## src/rtl/tdm_pkg.sv

```systemverilog
// Shared definitions for the TDM multiplexer/demultiplexer pair:
// alignment state, default frame geometry and frame counter width.
package tdm_pkg;

   typedef enum logic [0:0] {
      HUNT   = 1'b0,
      LOCKED = 1'b1
   } tdm_state_e;

   localparam int unsigned TDM_N_CH_DEF = 4;
   localparam int unsigned TDM_W_DEF    = 8;
   localparam int unsigned TDM_FCNT_W   = 8;

   // Bits needed to hold slot numbers 0..last_slot.
   function automatic int unsigned tdm_slot_w(input int unsigned last_slot);
      return (last_slot < 32'd2) ? 32'd1 : $clog2(last_slot + 32'd1);
   endfunction

endpackage

```

## src/rtl/tdm_slot_ctr.sv

```systemverilog
// Frame slot counter: clear to 0, load to 1 (channel 0 just taken),
// or advance with wrap from LAST back to 0.
module tdm_slot_ctr
   import tdm_pkg::*;
#(
   parameter int unsigned LAST = 3,
   parameter int unsigned SW   = tdm_slot_w(LAST)
) (
   input  logic          clk,
   input  logic          rst_n,
   input  logic          clr_i,
   input  logic          load1_i,
   input  logic          adv_i,
   output logic [SW-1:0] slot_o,
   output logic          at_last_o
);

   localparam logic [SW-1:0] LAST_S = SW'(LAST);
   localparam logic [SW-1:0] ONE_S  = SW'(1);

   logic [SW-1:0] slot_q;
   logic [SW-1:0] slot_d;

   // Next slot value; clear has priority over load, load over advance.
   always_comb begin
      slot_d = slot_q;
      if (clr_i) begin
         slot_d = '0;
      end else if (load1_i) begin
         slot_d = ONE_S;
      end else if (adv_i) begin
         slot_d = (slot_q == LAST_S) ? '0 : slot_q + ONE_S;
      end else begin
         slot_d = slot_q;
      end
   end

   // Slot register.
   always_ff @(posedge clk) begin
      if (!rst_n) begin
         slot_q <= '0;
      end else begin
         slot_q <= slot_d;
      end
   end

   assign slot_o    = slot_q;
   assign at_last_o = (slot_q == LAST_S);

endmodule

```

## src/rtl/tdm_demux.sv

```systemverilog
// TDM demultiplexer: steers each valid word to its channel register and
// tracks frame alignment. Define TDM_DEMUX_PARITY_EN for a per-frame parity slot.
module tdm_demux
   import tdm_pkg::*;
#(
   parameter int unsigned N_CH = TDM_N_CH_DEF,
   parameter int unsigned W    = TDM_W_DEF
) (
   input  logic                  clk,
   input  logic                  rst_n,
   input  logic [W-1:0]          in_data,
   input  logic                  in_valid,
   input  logic                  in_sync,
   output logic [N_CH*W-1:0]     ch_data,
   output logic [N_CH-1:0]       ch_valid,
   output logic                  frame_done,
   output logic                  sync_err,
`ifdef TDM_DEMUX_PARITY_EN
   output logic                  parity_err,
`endif
   output logic                  locked,
   output logic [TDM_FCNT_W-1:0] frame_cnt
);

`ifdef TDM_DEMUX_PARITY_EN
   localparam int unsigned LAST_SLOT = N_CH;
`else
   localparam int unsigned LAST_SLOT = N_CH - 1;
`endif
   localparam int unsigned SLOT_W = tdm_slot_w(LAST_SLOT);
   localparam logic [TDM_FCNT_W-1:0] FCNT_ONE = TDM_FCNT_W'(1);

   tdm_state_e              state_q, state_d;
   logic [N_CH*W-1:0]       ch_data_q, ch_data_d;
   logic [N_CH-1:0]         ch_valid_q, ch_valid_d;
   logic                    done_q, err_q, locked_q, locked_d;
   logic [TDM_FCNT_W-1:0]   cnt_q, cnt_d;
   logic [SLOT_W-1:0]       slot_s;
   logic                    at_last_s;
   logic                    take0_s, wr_en_s, adv_s, clr_s, done_s, err_s;
`ifdef TDM_DEMUX_PARITY_EN
   logic [W-1:0]            par_q, par_d;
   logic                    perr_q, perr_s;

   function automatic logic [W-1:0] par_fold(input logic [W-1:0] acc,
                                             input logic [W-1:0] word);
      return acc ^ word;
   endfunction
`endif

   tdm_slot_ctr #(
      .LAST (LAST_SLOT),
      .SW   (SLOT_W)
   ) u_slot_ctr (
      .clk       (clk),
      .rst_n     (rst_n),
      .clr_i     (clr_s),
      .load1_i   (take0_s),
      .adv_i     (adv_s),
      .slot_o    (slot_s),
      .at_last_o (at_last_s)
   );

   // Alignment FSM: decides what the current beat does to the frame.
   always_comb begin
      state_d = state_q;
      take0_s = 1'b0;
      wr_en_s = 1'b0;
      adv_s   = 1'b0;
      clr_s   = 1'b0;
      done_s  = 1'b0;
      err_s   = 1'b0;
`ifdef TDM_DEMUX_PARITY_EN
      perr_s  = 1'b0;
`endif
      case (state_q)
         HUNT: begin
            if (in_valid && in_sync) begin
               take0_s = 1'b1;
               state_d = LOCKED;
            end else begin
               state_d = HUNT;
            end
         end
         LOCKED: begin
            if (!in_valid) begin
               state_d = LOCKED;
            end else if (in_sync) begin
               // A sync anywhere but slot 0 abandons the partial frame.
               take0_s = 1'b1;
               err_s   = (slot_s != '0);
            end else if (slot_s == '0) begin
               err_s   = 1'b1;
               clr_s   = 1'b1;
               state_d = HUNT;
`ifdef TDM_DEMUX_PARITY_EN
            end else if (at_last_s) begin
               adv_s = 1'b1;
               if (in_data == par_q) begin
                  done_s = 1'b1;
               end else begin
                  perr_s = 1'b1;
               end
            end else begin
               wr_en_s = 1'b1;
               adv_s   = 1'b1;
            end
`else
            end else begin
               wr_en_s = 1'b1;
               adv_s   = 1'b1;
               done_s  = at_last_s;
            end
`endif
         end
         default: begin
            state_d = HUNT;
            clr_s   = 1'b1;
         end
      endcase
   end

   // Channel steering, strobes and frame counter next values.
   always_comb begin
      ch_data_d  = ch_data_q;
      ch_valid_d = '0;
      for (int k = 0; k < int'(N_CH); k++) begin
         if ((take0_s && (k == 0)) || (wr_en_s && (slot_s == SLOT_W'(k)))) begin
            ch_data_d[k*W +: W] = in_data;
            ch_valid_d[k]       = 1'b1;
         end else begin
            ch_valid_d[k]       = 1'b0;
         end
      end
      cnt_d    = done_s ? (cnt_q + FCNT_ONE) : cnt_q;
      locked_d = (state_d == LOCKED);
`ifdef TDM_DEMUX_PARITY_EN
      if (take0_s) begin
         par_d = in_data;
      end else if (wr_en_s) begin
         par_d = par_fold(par_q, in_data);
      end else begin
         par_d = par_q;
      end
`endif
   end

   // State and output registers.
   always_ff @(posedge clk) begin
      if (!rst_n) begin
         state_q    <= HUNT;
         ch_data_q  <= '0;
         ch_valid_q <= '0;
         done_q     <= 1'b0;
         err_q      <= 1'b0;
         locked_q   <= 1'b0;
         cnt_q      <= '0;
`ifdef TDM_DEMUX_PARITY_EN
         par_q      <= '0;
         perr_q     <= 1'b0;
`endif
      end else begin
         state_q    <= state_d;
         ch_data_q  <= ch_data_d;
         ch_valid_q <= ch_valid_d;
         done_q     <= done_s;
         err_q      <= err_s;
         locked_q   <= locked_d;
         cnt_q      <= cnt_d;
`ifdef TDM_DEMUX_PARITY_EN
         par_q      <= par_d;
         perr_q     <= perr_s;
`endif
      end
   end

   assign ch_data    = ch_data_q;
   assign ch_valid   = ch_valid_q;
   assign frame_done = done_q;
   assign sync_err   = err_q;
   assign locked     = locked_q;
   assign frame_cnt  = cnt_q;
`ifdef TDM_DEMUX_PARITY_EN
   assign parity_err = perr_q;
`endif

endmodule

```

## config.mk

```make
export PLATFORM = sky130hd
export DESIGN_NAME = tdm_demux
export DESIGN_NICKNAME = d
export VERILOG_FILES = /design/src/rtl/tdm_pkg.sv /design/src/rtl/tdm_slot_ctr.sv /design/src/rtl/tdm_demux.sv
export SDC_FILE = /design/constraint.sdc
export NUM_CORES = 1
export LEC_CHECK = 0
export CORE_MARGIN = 5
export CORE_UTILIZATION = 44
export DETAILED_ROUTE_END_ITERATION = 10
export GPL_TIMING_DRIVEN = 0
export PLACE_DENSITY = 0.76
export SYNTH_ARGS = -nofsm -noshare
export SYNTH_HDL_FRONTEND = slang
export SYNTH_SLANG_ARGS = --single-unit
```

## constraint.sdc

```tcl
create_clock -name clk -period 1.9 [get_ports clk]
set_clock_uncertainty 0.15 [all_clocks]
set_input_delay 0.475 -clock clk [delete_from_list [all_inputs] [get_ports clk]]
set_output_delay 0.475 -clock clk [all_outputs]
set_load 0.01 [all_outputs]
```

==> results.yml, run 1 <==
run_status:
  status: "complete, no violations"
worst_hold_path:
  worstHoldPathType: "reg2reg"
  min_path_cells: 2
  worst_hold_path.endpoint: "ch_data[20]"
  hold_path_startpoint: "ch_data[20]"
placement:
  io_buffers: 57
  place_congestion: 0.7727
  dp_cells: 337
  hpwl_um: 3776
sta:
  min_period_ns: 1.864
  slew_viol_final: 0
  worstMarginPinSlew_ns: 0.5678
  min_period_over_period: 0.9810
  hold_viol_final: 0
  max_freq_ghz: 0.5365
  grt_setup_unrepaired: "true"
  hold_ws_ns: 0.3069
  setup_viol: 0
  max_slew_margin: 0.6215
floorplanning:
  start_util: 0.4520
  die_w_um: 76.88
  io_pins: 59
  die_area_mm2: 0.005911
  die_y_um: 76.88
  rows: 24
  core_area_mm2: 0.004354
yosys:
  synth_top_area_frac: 0.4984
  synth.area.top_cells: "dfxtp_1 (50%), nand2_1 (14%), a21oi_1 (7.1%)"
  yosysWarnings: 0
  yosys.area.top_type: "dfxtp_1"
  yosysSeqAreaShare: 0.4984
  synth_area_mm2: 0.001968
  async_flop_share: 0
  yosys-top-cells-count: "nand2_1 (71), dfxtp_1 (49), a21oi_1 (28)"
  yosysMostFrequentCell: "nand2_1"
  syn_area_per_cell_um2: 8.632
  synth_nets: 248
  synthCells: 228
  synth-edff-count: 0
  synth.distinct_cells: 26
  ys_seq_elements: 49
  synthFlopType: "dfxtp_1"
power:
  p_leak_nw: 1.102
  peakVddDrop_mv: 0.3848
  swShare: 0.2187
  combinationalPowerShare: 0.081
  p_sw_mw: 0.4316
  pwr-share-clk: 0.389
  p_int_mw: 1.542
  power.density_mw_per_mm2: 700.0
  sequentialPowerShare: 0.531
finish:
  final_cells: 348
  nFillCells: 378
  antenna_cells: 0
  drive_gt1_frac: 0.1182
  nets: 315
  area_delta_synth_final_pct: 43.23
setup_path:
  startpoint_type: "flip-flop"
  reg2reg_slack_ns: 0.05
  critPathMaxFanout: 5
  crit_buf_inv: 1
  critPathKind: "reg2out"
  cp_cell_sequence: "clkdlybuf4s50_1"
  rr_startpoint: "u_slot_ctr.slot_o[1]"
  end_kind: "output pin"
  cp_top_family: "buffers and inverters"
  cp_slowest_cell: "clkdlybuf4s50_1"
  reg2reg_depth: 9
  cpPeakStageDelay_ns: 0.56
  worstPathArrival_ns: 1.24
  reg2reg_to: "ch_data[4]"
  cp.required_ns: 1.27
  cp-startpoint: "frame_cnt[0]"
clocking:
  cts_sinks: 49
  clock-root-buffer: "clkbuf_8"
  cts_tree: "done"
  cts-buffers-inserted: 5
  path_clk_slew_ns: 0.09
  htree_levels: 2
  clockBufferDepth: 2
  clk-insertion-delay-late_ns: 0.30
routing:
  drc: 0
  drt-total-wl_um: 5193
  via_count: 1795
  detail_route.vias_per_cell: 5.158
  drt-pass1-iter-count: 4
  wire_per_inst_um: 14.92
  first_iter_violations: 86
  ant_nets: 0
global_route:
  grt_max_degree: 15
  antenna_found_initial: 0
  grt_pass1_wl_um: 8314
  grt_overflow: 0
  grt_pass1_vias: 1722
  grt.total_usage: 0.1743
job:
  cap_violations: 0
[power by group through the flow]
stage | registers (mW) | clock network (mW) | logic (mW)
floorplan | 1.08 | 0 | 0.0635
global placement | 1.07 | 0 | 0.142
detailed placement | 1.07 | 0 | 0.145
CTS | 1.05 | 0.788 | 0.151
global route | 1.05 | 0.831 | 0.172
finish | 1.05 | 0.767 | 0.159
[state kept, by name, indices dropped and copies added (netlist names)]
name               flops
ch_data               32
frame_cnt              8
ch_valid               4
u_slot_ctr.slot_o      2
frame_done             1
locked                 1
sync_err               1
[repair_timing]
item | in CTS | in global routing
endpoints found under the hold margin | 0 | 0
hold buffers | 0 | 0
cloned | 1 | 0
pin swaps | 3 | 4
setup endpoints to repair | 41 | 40
gates resized for setup | 17 | 15
buffers inserted | 2 | 2
[final cells by class]
class                           count  area, um2  share of cell area
Buffer                             12      80.08             0.02841
Clock buffer                        7      86.33             0.03063
Clock inverter                      1      30.03             0.01065
Inverter                            6      22.52            0.007989
Multi-Input combinational cell    159      922.1              0.3271
Sequential cell                    49      996.0              0.3533
Tap cell                           52      65.06             0.02308
Timing Repair Buffer               62      616.8              0.2188
[worst max-delay path by stage]
stage                         endpoint  slack [ns]  cells past startpoint
after floorplan             ch_data[0]        0.10                      9
after global placement     ch_data[21]       -0.42                      8
after detailed placement    ch_data[4]       -0.52                      8
after CTS                 frame_cnt[5]       0.003                      1
after global routing        ch_data[4]       -0.02                      9
final                     frame_cnt[0]        0.04                      1
[kinds of logic after synthesis]
family | synth area share
xor gates and xnor gates | 0.004451
buffers and inverters | 0.05086
muxes | 0.05595
adders and majority gates | 0.05086
DFF | 0.4984
and+or+nand+nor | 0.2359
AOI/OAI and AO/OA | 0.1036
[layer usage]
layer  wire, um  vias up  part of all wire  global-route usage
li1           -      895                 -                   -
met1       2127      841              0.41              0.2108
met2       2650       52              0.51              0.3022
met3        329        7             0.063             0.03630
met4         85        0             0.016             0.06294
met5          0        -                 0                   0
[layout by cell type (no fill, tap or decap), types with 2 or more instances in the layout]
cell type	count
o21ai_0	3
and4_1	4
clkbuf_8	6
nand3_1	5
o41ai_1	2
buf_4	5
nand4_1	3
dfxtp_4	2
clkbuf_1	7
dfxtp_2	6
nor2_1	7
o311ai_1	2
or3_1	4
nand2_1	71
nand2b_1	3
buf_6	5
dfxtp_1	41
ha_1	6
dlymetal6s2s_1	3
clkdlybuf4s50_1	52
inv_2	3
dlygate4sd2_1	2
mux2i_1	10
a21oi_1	28
inv_1	3
[metrics by stage]
stage	instance area, um2	worst slack (ns)	power, mW	setup TNS (ns)	util
floorplan	1968	0.1045	1.141	0	-
global placement	2604	-0.4170	1.215	-14.87	0.5980
detailed placement	2604	-0.5197	1.219	-17.27	0.5980
CTS	2758	0.003032	1.988	0	0.6333
global route	2819	-0.01636	2.053	-0.02732	0.6474
finish	2819	0.03606	1.973	0	0.6474
No activity file was read; power rests on OpenSTA's default activity.
==> inputs of run 2 (changes only) <==
ABC_AREA = 1   (was not set)
CAP_MARGIN = 20   (was not set)
CORE_UTILIZATION = 47   (was 44)
PLACE_DENSITY = 0.79   (was 0.76)
==> results.yml, run 2 <==
setup_path:
  reg2reg_slack_ns: 0.06
  end_kind: "flip-flop"
  reg2reg_to: "ch_data[26]"
  cp_slowest_cell: "clkdlybuf4s50_1"
  cp.required_ns: 1.95
  cp-endpoint: "ch_data[26]"
  worstPathArrival_ns: 1.92
  reg2reg_depth: 10
  crit_buf_inv: 4
  cpPeakStageDelay_ns: 0.43
  startpoint_type: "input pin"
  cp.depth: 9
  critPathMaxFanout: 10
  critPathKind: "in2reg"
  rr_startpoint: "u_slot_ctr.slot_o[0]"
  cp_top_family: "buffers and inverters"
  cp-startpoint: "in_sync"
  cp_cell_sequence: "clkdlybuf4s50_1 > inv_1 > ha_2 > inv_2 > nor2_8 > buf_12 > nand2_8 > o21ai_0 > nor2_1"
finish:
  drive_gt1_frac: 0.1134
  largest_reg_flops: 32
  layout_commonest_cell: "nor2_1"
  antenna_cells: 0
  area_delta_synth_final_pct: 43.08
  nets: 354
  layout_common_cells: "nor2_1 (83), clkdlybuf4s50_1 (55), dfxtp_1 (43)"
  final_cells: 385
clocking:
  path_clk_slew_ns: 0.08
  cts_hold_buf: 0
  clockBufferDepth: 2
  cts-buffers-inserted: 5
  htree_levels: 2
  clock-root-buffer: "clkbuf_8"
  cts_sinks: 49
  cts_tree: "done"
  clk-insertion-delay-late_ns: 0.30
sta:
  worstMarginPinSlew_ns: 0.4518
  min_period_ns: 1.870
  max_slew_margin: 0.6988
  max_freq_ghz: 0.5348
  min_period_over_period: 0.9842
  hold_viol_final: 0
  fin_setup_tns_ns: 0
  fin_ws_ns: 0.03000
  setup_viol: 0
  slew_viol_final: 0
yosys:
  async_flop_share: 0
  synth_nets: 286
  synth.distinct_cells: 23
  yosys-top-cells-count: "nor2_1 (84), dfxtp_1 (49), nand2_1 (30)"
  synth_top_area_frac: 0.4845
  synth_area_mm2: 0.002024
  yosysSeqAreaShare: 0.4845
  synthCells: 266
  yosysMostFrequentCell: "nor2_1"
  synthFlopType: "dfxtp_1"
  ys_seq_elements: 49
  synth-edff-count: 0
  yosysWarnings: 0
  syn_area_per_cell_um2: 7.611
  synth.area.top_cells: "dfxtp_1 (48%), nor2_1 (16%), nand2_1 (5.6%)"
  yosys.area.top_type: "dfxtp_1"
routing:
  detail_route.vias_per_cell: 4.945
  wire_per_inst_um: 13.39
  first_iter_violations: 138
  drc: 0
  ant_nets: 0
  drt-pass1-iter-count: 4
  drt-total-wl_um: 5154
  via_count: 1904
floorplanning:
  die_w_um: 75.63
  die_y_um: 75.63
  io_pins: 59
  die_area_mm2: 0.005720
  rows: 23
  core_area_mm2: 0.004086
  start_util: 0.4954
power:
  peakVddDrop_mv: 0.4156
  power_mw: 2.007
  power.density_mw_per_mm2: 692.8
  p_leak_nw: 1.207
global_route:
  grt_pass1_wl_um: 7824
  grt_max_degree: 15
  antenna_found_initial: 0
  grt_overflow: 0
  grt.total_usage: 0.1832
  grt_pass1_vias: 1677
placement:
  place_ws_ns: -0.3600
  place_congestion: 0.8447
  io_buffers: 58
  hpwl_um: 3694
  dp_cells: 374
worst_hold_path:
  worstHoldPathType: "reg2reg"
  min_path_cells: 2
job:
  cap_violations: 0
run_status:
  status: "complete, no violations"
-- run 2: power by group --
group | internal [mW] | total (mW) | switching, mW | leakage (nW)
registers | 1.04 | 1.06 | 0.0128 | 0.400
clock network | 0.429 | 0.761 | 0.332 | 0.0585
logic | 0.0859 | 0.189 | 0.103 | 0.749
total | 1.56 | 2.01 | 0.448 | 1.21
-- run 2: worst min-delay path by stage --
stage | from | end | slack (ns)
3_3_place_gp | ch_data[19] | ch_data[19] | 0.31
3_5_place_dp | ch_data[18] | ch_data[18] | 0.32
2_1_floorplan | frame_cnt[2] | frame_cnt[2] | 0.36
6_report | ch_data[18] | ch_data[18] | 0.34
4_1_cts | ch_data[18] | ch_data[18] | 0.34
5_1_grt | ch_data[21] | ch_data[21] | 0.36
-- run 2: metal layers --
| layer | GRT usage | part of all wire |
|---|---|---|
| met1 | 0.2324 | 0.41 |
| met2 | 0.3087 | 0.50 |
| met3 | 0.03430 | 0.068 |
| met4 | 0.06990 | 0.016 |
| met5 | 0 | 0 |
-- run 2: layout make-up --
type                    instances  area [um2]
repair buffers                 60       611.8
clock buffers                   7       86.33
plain buffers                   5       26.28
multi-input cells             183       960.9
inverters                      30       127.6
fillers                       355        1190
clock inverters                 1       30.03
flip-flops and latches         49       991.0
well taps                      50       62.56
-- run 2: tightest hold or removal path: cells and delay by family, from the launching register on --
family / cells / cell delay (ns)
flops: 1 / 0.33
simple gates: 2 / 0.13
-- run 2: cell families (layout without fill, tap and decap cells) --
family / count (synthesis) / after routing / synth area share
buf+inv: 35 / 103 / 0.07416
fa+ha+maj: 8 / 8 / 0.04945
flops: 49 / 49 / 0.4845
compound gates: 33 / 34 / 0.08344
simple gates: 141 / 141 / 0.3084
-- run 2: what timing repair did --
action	CTS	global route
gates cloned	0	1
setup buffers	0	2
pin swaps	1	4
setup endpoints to repair	35	38
endpoints found under the hold margin	0	0
gates resized for setup	5	23
-- run 2: metrics by stage --
step | instance area (um2) | hold WS [ns] | utilization
after CTS | 2795 | 0.3398 | 0.6840
after global routing | 2897 | 0.3563 | 0.7088
after detailed placement | 2668 | 0.3199 | 0.6528
after global placement | 2668 | 0.3107 | 0.6528
after floorplan | 2024 | 0.3601 | -
final | 2897 | 0.3354 | 0.7088
